File: src/rtl/handshake_rr_arbiter_if.sv
// Handshake bundle between NUM_CH upstream requesters and one downstream channel.
// master drives requests and downstream ready; slave is the arbiter.
interface handshake_rr_arbiter_if #(
    parameter int unsigned NUM_CH     = 4,
    parameter int unsigned WORD_WIDTH = 32
);
    logic [NUM_CH-1:0]            up_valid;
    logic [NUM_CH*WORD_WIDTH-1:0] up_data;
    logic [NUM_CH-1:0]            up_last;
    logic [NUM_CH-1:0]            up_ready;
    logic                         down_valid;
    logic [WORD_WIDTH-1:0]        down_data;
    logic                         down_last;
    logic                         down_ready;

    modport master (
        output up_valid, up_data, up_last, down_ready,
        input  up_ready, down_valid, down_data, down_last
    );

    modport slave (
        input  up_valid, up_data, up_last, down_ready,
        output up_ready, down_valid, down_data, down_last
    );
endinterface

File: src/rtl/handshake_rr_arbiter.sv
// Round-robin arbiter sharing one valid/ready channel among NUM_CH requesters.
// Define ARB_LOCK_EN to hold each grant until the up_last beat; otherwise re-arbitrate per beat.
module handshake_rr_arbiter #(
    parameter int unsigned NUM_CH     = 4,
    parameter int unsigned WORD_WIDTH = 32
) (
    input  logic                   clk,
    input  logic                   rst_n,
    handshake_rr_arbiter_if.slave  bus,
    output logic [NUM_CH-1:0]      grant,
    output logic                   busy
);
    localparam int unsigned PTR_W = $clog2(NUM_CH);
    localparam int unsigned SUM_W = PTR_W + 1;

    typedef enum logic [0:0] {IDLE = 1'b0, GRANT = 1'b1} state_t;

    state_t               state;
    state_t               state_next;
    logic [PTR_W-1:0]     ptr;
    logic [PTR_W-1:0]     ptr_next;
    logic [PTR_W-1:0]     g_idx;
    logic [PTR_W-1:0]     g_idx_next;
    logic [NUM_CH-1:0]    grant_next;

    logic [2*NUM_CH-1:0]  req_rot;
    logic [NUM_CH-1:0]    req_scan;
    logic                 found;
    logic [PTR_W-1:0]     off;
    logic [SUM_W-1:0]     pick_sum;
    logic [PTR_W-1:0]     pick;
    logic                 accept;
    logic                 done_beat;

    // State, pointer and grant registers.
    always_ff @(posedge clk or negedge rst_n) begin
        if (!rst_n) begin
            state <= IDLE;
            ptr   <= '0;
            g_idx <= '0;
            grant <= '0;
            busy  <= 1'b0;
        end else begin
            state <= state_next;
            ptr   <= ptr_next;
            g_idx <= g_idx_next;
            grant <= grant_next;
            busy  <= (state_next == GRANT);
        end
    end

    // Round-robin search: rotate requests so ptr sits at bit 0, take the lowest set bit.
    always_comb begin
        req_rot  = {bus.up_valid, bus.up_valid} >> ptr;
        req_scan = req_rot[NUM_CH-1:0];
        found    = 1'b0;
        off      = '0;
        for (int unsigned k = 0; k < NUM_CH; k++) begin
            if (!found && req_scan[0]) begin
                found = 1'b1;
                off   = PTR_W'(k);
            end
            req_scan = req_scan >> 1;
        end
        pick_sum = {1'b0, ptr} + {1'b0, off};
        if (pick_sum >= SUM_W'(NUM_CH)) begin
            pick_sum = pick_sum - SUM_W'(NUM_CH);
        end
        pick = pick_sum[PTR_W-1:0];
    end

    assign accept = bus.down_valid & bus.down_ready;
`ifdef ARB_LOCK_EN
    assign done_beat = accept & bus.down_last;
`else
    assign done_beat = accept;
`endif

    // Next-state logic.
    always_comb begin
        state_next = state;
        ptr_next   = ptr;
        g_idx_next = g_idx;
        grant_next = grant;
        case (state)
            IDLE: begin
                if (found) begin
                    state_next = GRANT;
                    g_idx_next = pick;
                    grant_next = NUM_CH'(1) << pick;
                end
            end
            GRANT: begin
                if (done_beat) begin
                    state_next = IDLE;
                    grant_next = '0;
                    // NUM_CH need not be a power of two, so wrap explicitly.
                    if (g_idx == PTR_W'(NUM_CH - 1)) begin
                        ptr_next = '0;
                    end else begin
                        ptr_next = g_idx + PTR_W'(1);
                    end
                end
            end
            default: begin
                state_next = IDLE;
                grant_next = '0;
            end
        endcase
    end

    // Handshake outputs; grant is zero in IDLE so the masks close everything.
    always_comb begin
        bus.down_valid = 1'b0;
        bus.down_last  = 1'b0;
        bus.up_ready   = '0;
        if (state == GRANT) begin
            bus.down_valid = |(bus.up_valid & grant);
            bus.down_last  = |(bus.up_last & grant);
            bus.up_ready   = grant & {NUM_CH{bus.down_ready}};
        end
    end

    // One-hot AND-OR data mux.
    logic [WORD_WIDTH-1:0] data_chain [NUM_CH+1];
    assign data_chain[0] = '0;
    for (genvar i = 0; i < NUM_CH; i++) begin : g_mux
        assign data_chain[i+1] = data_chain[i]
                               | (bus.up_data[i*WORD_WIDTH +: WORD_WIDTH] & {WORD_WIDTH{grant[i]}});
    end
    assign bus.down_data = data_chain[NUM_CH];

endmodule

File: src/flat_wrapper.sv
// flat-port wrapper written by rule: the top's interface ports become plain ports
module handshake_rr_arbiter_flat 
#(
    parameter int unsigned NUM_CH     = 4,
    parameter int unsigned WORD_WIDTH = 32
)
  (clk, rst_n, grant, busy, bus_up_valid, bus_up_data, bus_up_last, bus_down_ready, bus_up_ready, bus_down_valid, bus_down_data, bus_down_last);
  handshake_rr_arbiter_if #(.NUM_CH(NUM_CH), .WORD_WIDTH(WORD_WIDTH)) bus_i ();
  input  logic clk;
  input  logic rst_n;
  output logic [NUM_CH-1:0] grant;
  output logic busy;
  input wire logic [$bits(bus_i.up_valid)-1:0] bus_up_valid;
  input wire logic [$bits(bus_i.up_data)-1:0] bus_up_data;
  input wire logic [$bits(bus_i.up_last)-1:0] bus_up_last;
  input wire logic [$bits(bus_i.down_ready)-1:0] bus_down_ready;
  output wire logic [$bits(bus_i.up_ready)-1:0] bus_up_ready;
  output wire logic [$bits(bus_i.down_valid)-1:0] bus_down_valid;
  output wire logic [$bits(bus_i.down_data)-1:0] bus_down_data;
  output wire logic [$bits(bus_i.down_last)-1:0] bus_down_last;
  assign bus_i.up_valid = bus_up_valid;
  assign bus_i.up_data = bus_up_data;
  assign bus_i.up_last = bus_up_last;
  assign bus_i.down_ready = bus_down_ready;
  assign bus_up_ready = bus_i.up_ready;
  assign bus_down_valid = bus_i.down_valid;
  assign bus_down_data = bus_i.down_data;
  assign bus_down_last = bus_i.down_last;
  handshake_rr_arbiter #(.NUM_CH(NUM_CH), .WORD_WIDTH(WORD_WIDTH)) u_core (.clk(clk), .rst_n(rst_n), .bus(bus_i), .grant(grant), .busy(busy));
endmodule
File: config.mk
export PLATFORM = sky130hd
export DESIGN_NAME = handshake_rr_arbiter_flat
export DESIGN_NICKNAME = d
export VERILOG_FILES = /design/src/rtl/handshake_rr_arbiter_if.sv /design/src/rtl/handshake_rr_arbiter.sv /design/src/flat_wrapper.sv
export SDC_FILE = /design/constraint.sdc
export NUM_CORES = 1
export LEC_CHECK = 0
export CORE_UTILIZATION = 25
export CTS_CLUSTER_SIZE = 16
export DETAILED_ROUTE_END_ITERATION = 8
export PLACE_DENSITY_LB_ADDON = 0.15
export SETUP_SLACK_MARGIN = 0.05
export SLEW_MARGIN = 20
export SYNTH_ARGS = -nofsm -noshare
export SYNTH_HDL_FRONTEND = slang
export SYNTH_SLANG_ARGS = --single-unit
File: constraint.sdc
create_clock -name clk -period 2.65 [get_ports clk]
set_clock_uncertainty 0.05 [all_clocks]
set_input_delay 0.3975 -clock clk [delete_from_list [all_inputs] [get_ports clk]]
set_output_delay 0.3975 -clock clk [all_outputs]
set_load 0.03 [all_outputs]
-- Word-level counts from Yosys, hierarchy flattened
Index checks and enable logic that the tools add are counted.
- add/sub/neg operators: 3
- multipliers: 0
- divide/modulo/power cells: 0
- order comparisons: 1
- equal/unequal tests: 3
- shift operators: 2
- muxes and demuxes: 18
- bitwise operators: 12
- reductions and logical operators: 11
- operator list (operator ; number):
    $and 32x32->32 ; 4
    $or 32x32->32 ; 3
    $and 4x4->4 ; 3
    $mux 4 ; 3
    $mux 1 ; 9
    $mux 2 ; 4
    $pmux 4 s2 ; 1
    $reduce_or 4->1 ; 2
    $shr 8x2->4 ; 1
    $reduce_and 2->1 ; 3
    $shl 1x2->4 const A ; 1
    $add 2x2->3 ; 1
    $ge 3x3->1 const B ; 1
    $logic_and 1x1->1 ; 3
    $logic_not 1->1 ; 3
    $add 2x1->2 const B ; 1
    $eq 2x2->1 const B ; 1
    $ne 2x1->1 const B ; 1
    $ne 2x2->1 const B ; 1
    $pmux 1 s2 ; 1
    $sub 2x1->2 const B ; 1
    $and 1x1->1 ; 1
    $not 1->1 ; 1
- register bits after elaboration: 9
- latch bits: 0
- RAM bits: 0
- bits in read-only memories: 0
- input bits: 139
- output and inout bits: 43
- logic and storage cells: 54
- memories kept: 0

-- Logic depth before layout (Yosys ltp)
- depth after elaboration: 17
- mapped depth: 9
- gate-level depth less buffers: 9

-- Least setup slack after synthesis
OpenSTA, ideal clock, no wires.
- path kind: reg2out
- start point: register u_core.grant[3]
- end point: output port bus_up_ready[3]
- arrival time: 1.431 ns
- data required time: 2.203 ns
- path slack: 0.772 ns
- cell stages (with the launch flop): 4
- path buffers: 2
- cells stage by stage: dfrtp_1 > clkbuf_1 > clkbuf_1 > and3_1
- longest elaborated chain between the ends: 2
- ends and longest elaborated chain (item ; RTL line ; source):
    start: declaration ; handshake_rr_arbiter.sv:10 ; output logic [NUM_CH-1:0] grant,
    start signal: assignment ; handshake_rr_arbiter.sv:47 ; grant <= grant_next;
    $and 4x4->4 ; handshake_rr_arbiter.sv:120 ; bus.up_ready = grant & {NUM_CH{bus.down_ready}};
    $mux 4 ; handshake_rr_arbiter.sv:117 ; if (state == GRANT) begin
    end: declaration ; flat_wrapper.sv:17 ; output wire logic [$bits(bus_i.up_ready)-1:0] bus_up_ready;
No other way between the ends.

-- Worst setup path after layout
- start point: register u_core.grant[0]
- end point: output port bus_down_data[9]
- longest elaborated chain between the ends: 4
- ends and longest elaborated chain (item ; RTL line ; source):
    $and 32x32->32 ; handshake_rr_arbiter.sv:129 ; | (bus.up_data[i*WORD_WIDTH +: WORD_WIDTH] & {WORD_WIDTH{grant[i]}});
    $or 32x32->32 (3 in series) ; handshake_rr_arbiter.sv:129 ;
    end: declaration ; flat_wrapper.sv:19 ; output wire logic [$bits(bus_i.down_data)-1:0] bus_down_data;
No other way between the ends.

==> results by group <==
Pwr
  • Reg power frac: 0.080
  • Clk pwr share: 0.045
  • Sw frac: 0.534
  • Switching power: 1.88 mW
  • Tot Pwr: 3.53 mW
  • Internal Pwr Total: 1.64 mW
  • Lkg Pwr: 1.32 nW
  • Combinational power share: 0.876
  • Power per cell area: 1080 nW/um2
  • Peak supply drop: 0.573 mV

Clocking
  • Clk_lat worst skew: 230 ps
  • Number of post-CTS setup repair buffers: 0
  • TritonCTS clock tree: built
  • CTS Buf Count: 3
  • H-tree depth: 1
  • CTS sink count: 9
  • Clock transition at the registers of the reported paths: 50 ps
  • Cts hold-fix bufs: 0
  • CTS max path bufs: 2
  • # resized after CTS: 0
  • Root buf cell: clkbuf_8

Placement
  • GPL Wtd Cong: 0.764
  • Inst Count DP: 424
  • Port-buffer cells: 181
  • Area after DPL: 3210 um2
  • DP HPWL: 5660 um

Final layout
  • Syn-to-layout area delta: 147%
  • Fillers: 466
  • Reg area: 225 um2
  • Cell area after layout: 3260 um2
  • Diode count: 0
  • Fraction of layout cells with a size suffix above 1: 0.0587
  • Area occupied by multi-input gates: 1000 um2
  • NumNets Final: 500
  • Final std cells w/o fill: 428

Critical path
  • Critical-path top delay cell: clkdlybuf4s50_1
  • R2R Path End: u_core.grant[1]$_DFFE_PN0P_
  • CP Class: flip-flop to primary output
  • Worst-path maximum fanout: 37
  • Bufs and invs on worst path: 2
  • Worst path top cell family by delay: buffers and inverters
  • Crit path capture type: primary output
  • CP cell instances: buf_4 > a22oi_1 > nand2_1 > clkdlybuf4s50_1
  • FF-to-FF Start: u_core.ptr[0]$_DFFE_PN0P_
  • CP peak stage delay: 700 ps
  • FF-to-FF path depth: 8
  • Levels on crit path: 4
  • Setup slack, reg-to-reg: 560 ps
  • Crit path DAT: 1880 ps
  • Data required, critical path: 2200 ps
  • CP Launch Type: flip-flop

Logic synthesis
  • Post-synthesis cell area: 1320 um2
  • Register area share after synthesis: 0.171
  • FF+latch count, synth: 9
  • EDFF count, synth: 0
  • Synth top cells by count: a22oi_1, nand2_1, clkbuf_1
  • Count leader, synth: a22oi_1
  • Post-synth top area cell: a22oi_1
  • Synth cell types: 37
  • Cells after Synth: 184
  • Ys flop type: dfrtp_1
  • Ys Warns: 0
  • Synth area leaders: a22oi_1, dfrtp_1, nand2_1
  • Ys async rst share: 1.00
  • Syn_area_per_cell: 7.17 um2
  • Syn nets: 325
  • Area share of the largest cell type after synthesis: 0.387

Die
  • Die area: 5570 um2
  • Die H: 74.7 um
  • Core area: 5110 um2
  • I/O pin total: 182
  • Chip Width: 74.7 um
  • # rows: 26
  • Initial Util: 0.258

Timing
  • Hold Violations, Final: 0
  • Fin crit share: 0.878
  • Final setup viols: 0
  • Setup TNS: 0 ps
  • Min Tclk post-route: 2330 ps
  • Least-Margin Pin Slew: 432 ps
  • Count of pins over their slew limit: 0
  • Fmax: 0.430 GHz
  • Max-slew headroom: 0.712
  • RSZ-0062 raised after global routing: no

Routing
  • Antenna-violating nets left: 0
  • Wire per inst: 16.9 um
  • Detailed Route WL: 7220 um
  • Remaining DRCs: 0
  • Initial DRT Pass Iterations: 4
  • Detailed Route Iter0 Violations: 92
  • Vias per Instance: 5.10
  • Via count: 2,181

Min path
  • Hold crit path type: primary input to asynchronous set/reset pin

GRT
  • Initial antenna violation count: 0
  • Gr usage total: 0.231
  • GRT overflow: 0
  • Largest net degree at the start of global routing: 38
  • First-pass GRT wire length: 9970 um
  • Vias in the first global route: 2,026

Outcome
  • Status: completed

Flow run
  • Max cap viols: 0
==> area by class of cell <==
class | count | area share
tap | 70 | 0.0269
multi-input combinational | 153 | 0.308
inverter | 1 | 0.00115
sequential | 9 | 0.0691
clock buffer | 4 | 0.0138
timing repair buffer | 191 | 0.581
==> how the worst max path moves through the flow <==
stage                                           start                     endpoint
after floorplan           u_core.grant[3]$_DFFE_PN0P_              bus_up_ready[3]
after global placement                bus_up_valid[1]  u_core.grant[1]$_DFFE_PN0P_
after detailed placement              bus_up_valid[1]  u_core.grant[1]$_DFFE_PN0P_
after CTS                 u_core.grant[0]$_DFFE_PN0P_             bus_down_data[9]
after global routing      u_core.grant[0]$_DFFE_PN0P_            bus_down_data[14]
final                     u_core.grant[0]$_DFFE_PN0P_             bus_down_data[9]
==> power by group through the flow <==
stage	Clock (mW)	Combinational, mW	Sequential, mW
after CTS	0.159	3.10	0.279
final	0.158	3.09	0.280
after detailed placement	0	3.09	0.281
after global placement	0	3.07	0.279
after floorplan	0	1.76	0.288
after global routing	0.168	3.29	0.291
==> kinds of logic (layout without fill, tap and decap cells) <==
logic type / after synthesis / in the layout / share of synthesized area
adders and majority gates: 2 / 2 / 0.0190
buffers and inverters: 22 / 196 / 0.0701
muxes: 2 / 2 / 0.0161
DFF: 9 / 9 / 0.171
and+or+nand+nor: 62 / 62 / 0.213
AOI/OAI and AO/OA: 85 / 85 / 0.492
xor gates and xnor gates: 2 / 2 / 0.0190
==> cell usage in the layout (no fill, tap or decap), drive strengths merged <==
cell type      instances
a2111oi                1
a211oi                 1
a21boi                 1
a21oi                  1
a22o                   1
a22oi                 68
a31o                   1
a32o                   1
and2                   1
and3                   5
buf                   12
clkbuf                 4
clkdlybuf4s50        179
dfrtp                  9
ha                     2
inv                    1
mux2                   1
mux2i                  1
nand2                 41
nand2b                 3
nand3                  4
nor2                   5
nor2b                  1
nor4b                  1
o21a                   1
o21ai                  4
o221ai                 1
o22ai                  1
o311ai                 1
o31ai                  2
or2b                   1
xnor2                  2
==> layer usage <==
layer / share of wire / GRT usage / up-vias
met2: 0.50 / 0.414 / 123
met4: 0.0024 / 0.0356 / 0
li1: - / - / 1063
met3: 0.12 / 0.0710 / 2
met1: 0.38 / 0.277 / 993
met5: 0 / 0 / -
==> metrics by stage <==
| step | setup slack (ps) | hold slack, ps | utilization |
|---|---|---|---|
| after detailed placement | 146 | 454 | 0.629 |
| after CTS | 325 | 433 | 0.638 |
| after floorplan | 772 | 51.9 | - |
| final | 324 | 415 | 0.638 |
| after global routing | 228 | 443 | 0.638 |
| after global placement | 222 | 431 | 0.629 |
==> state kept, by name (all words and copies together) (netlist names) <==
| register | cells |
|---|---|
| u_core.busy | 1 |
| u_core.g_idx | 2 |
| u_core.grant | 4 |
| u_core.ptr | 2 |
(Power assumes the default switching activity.)
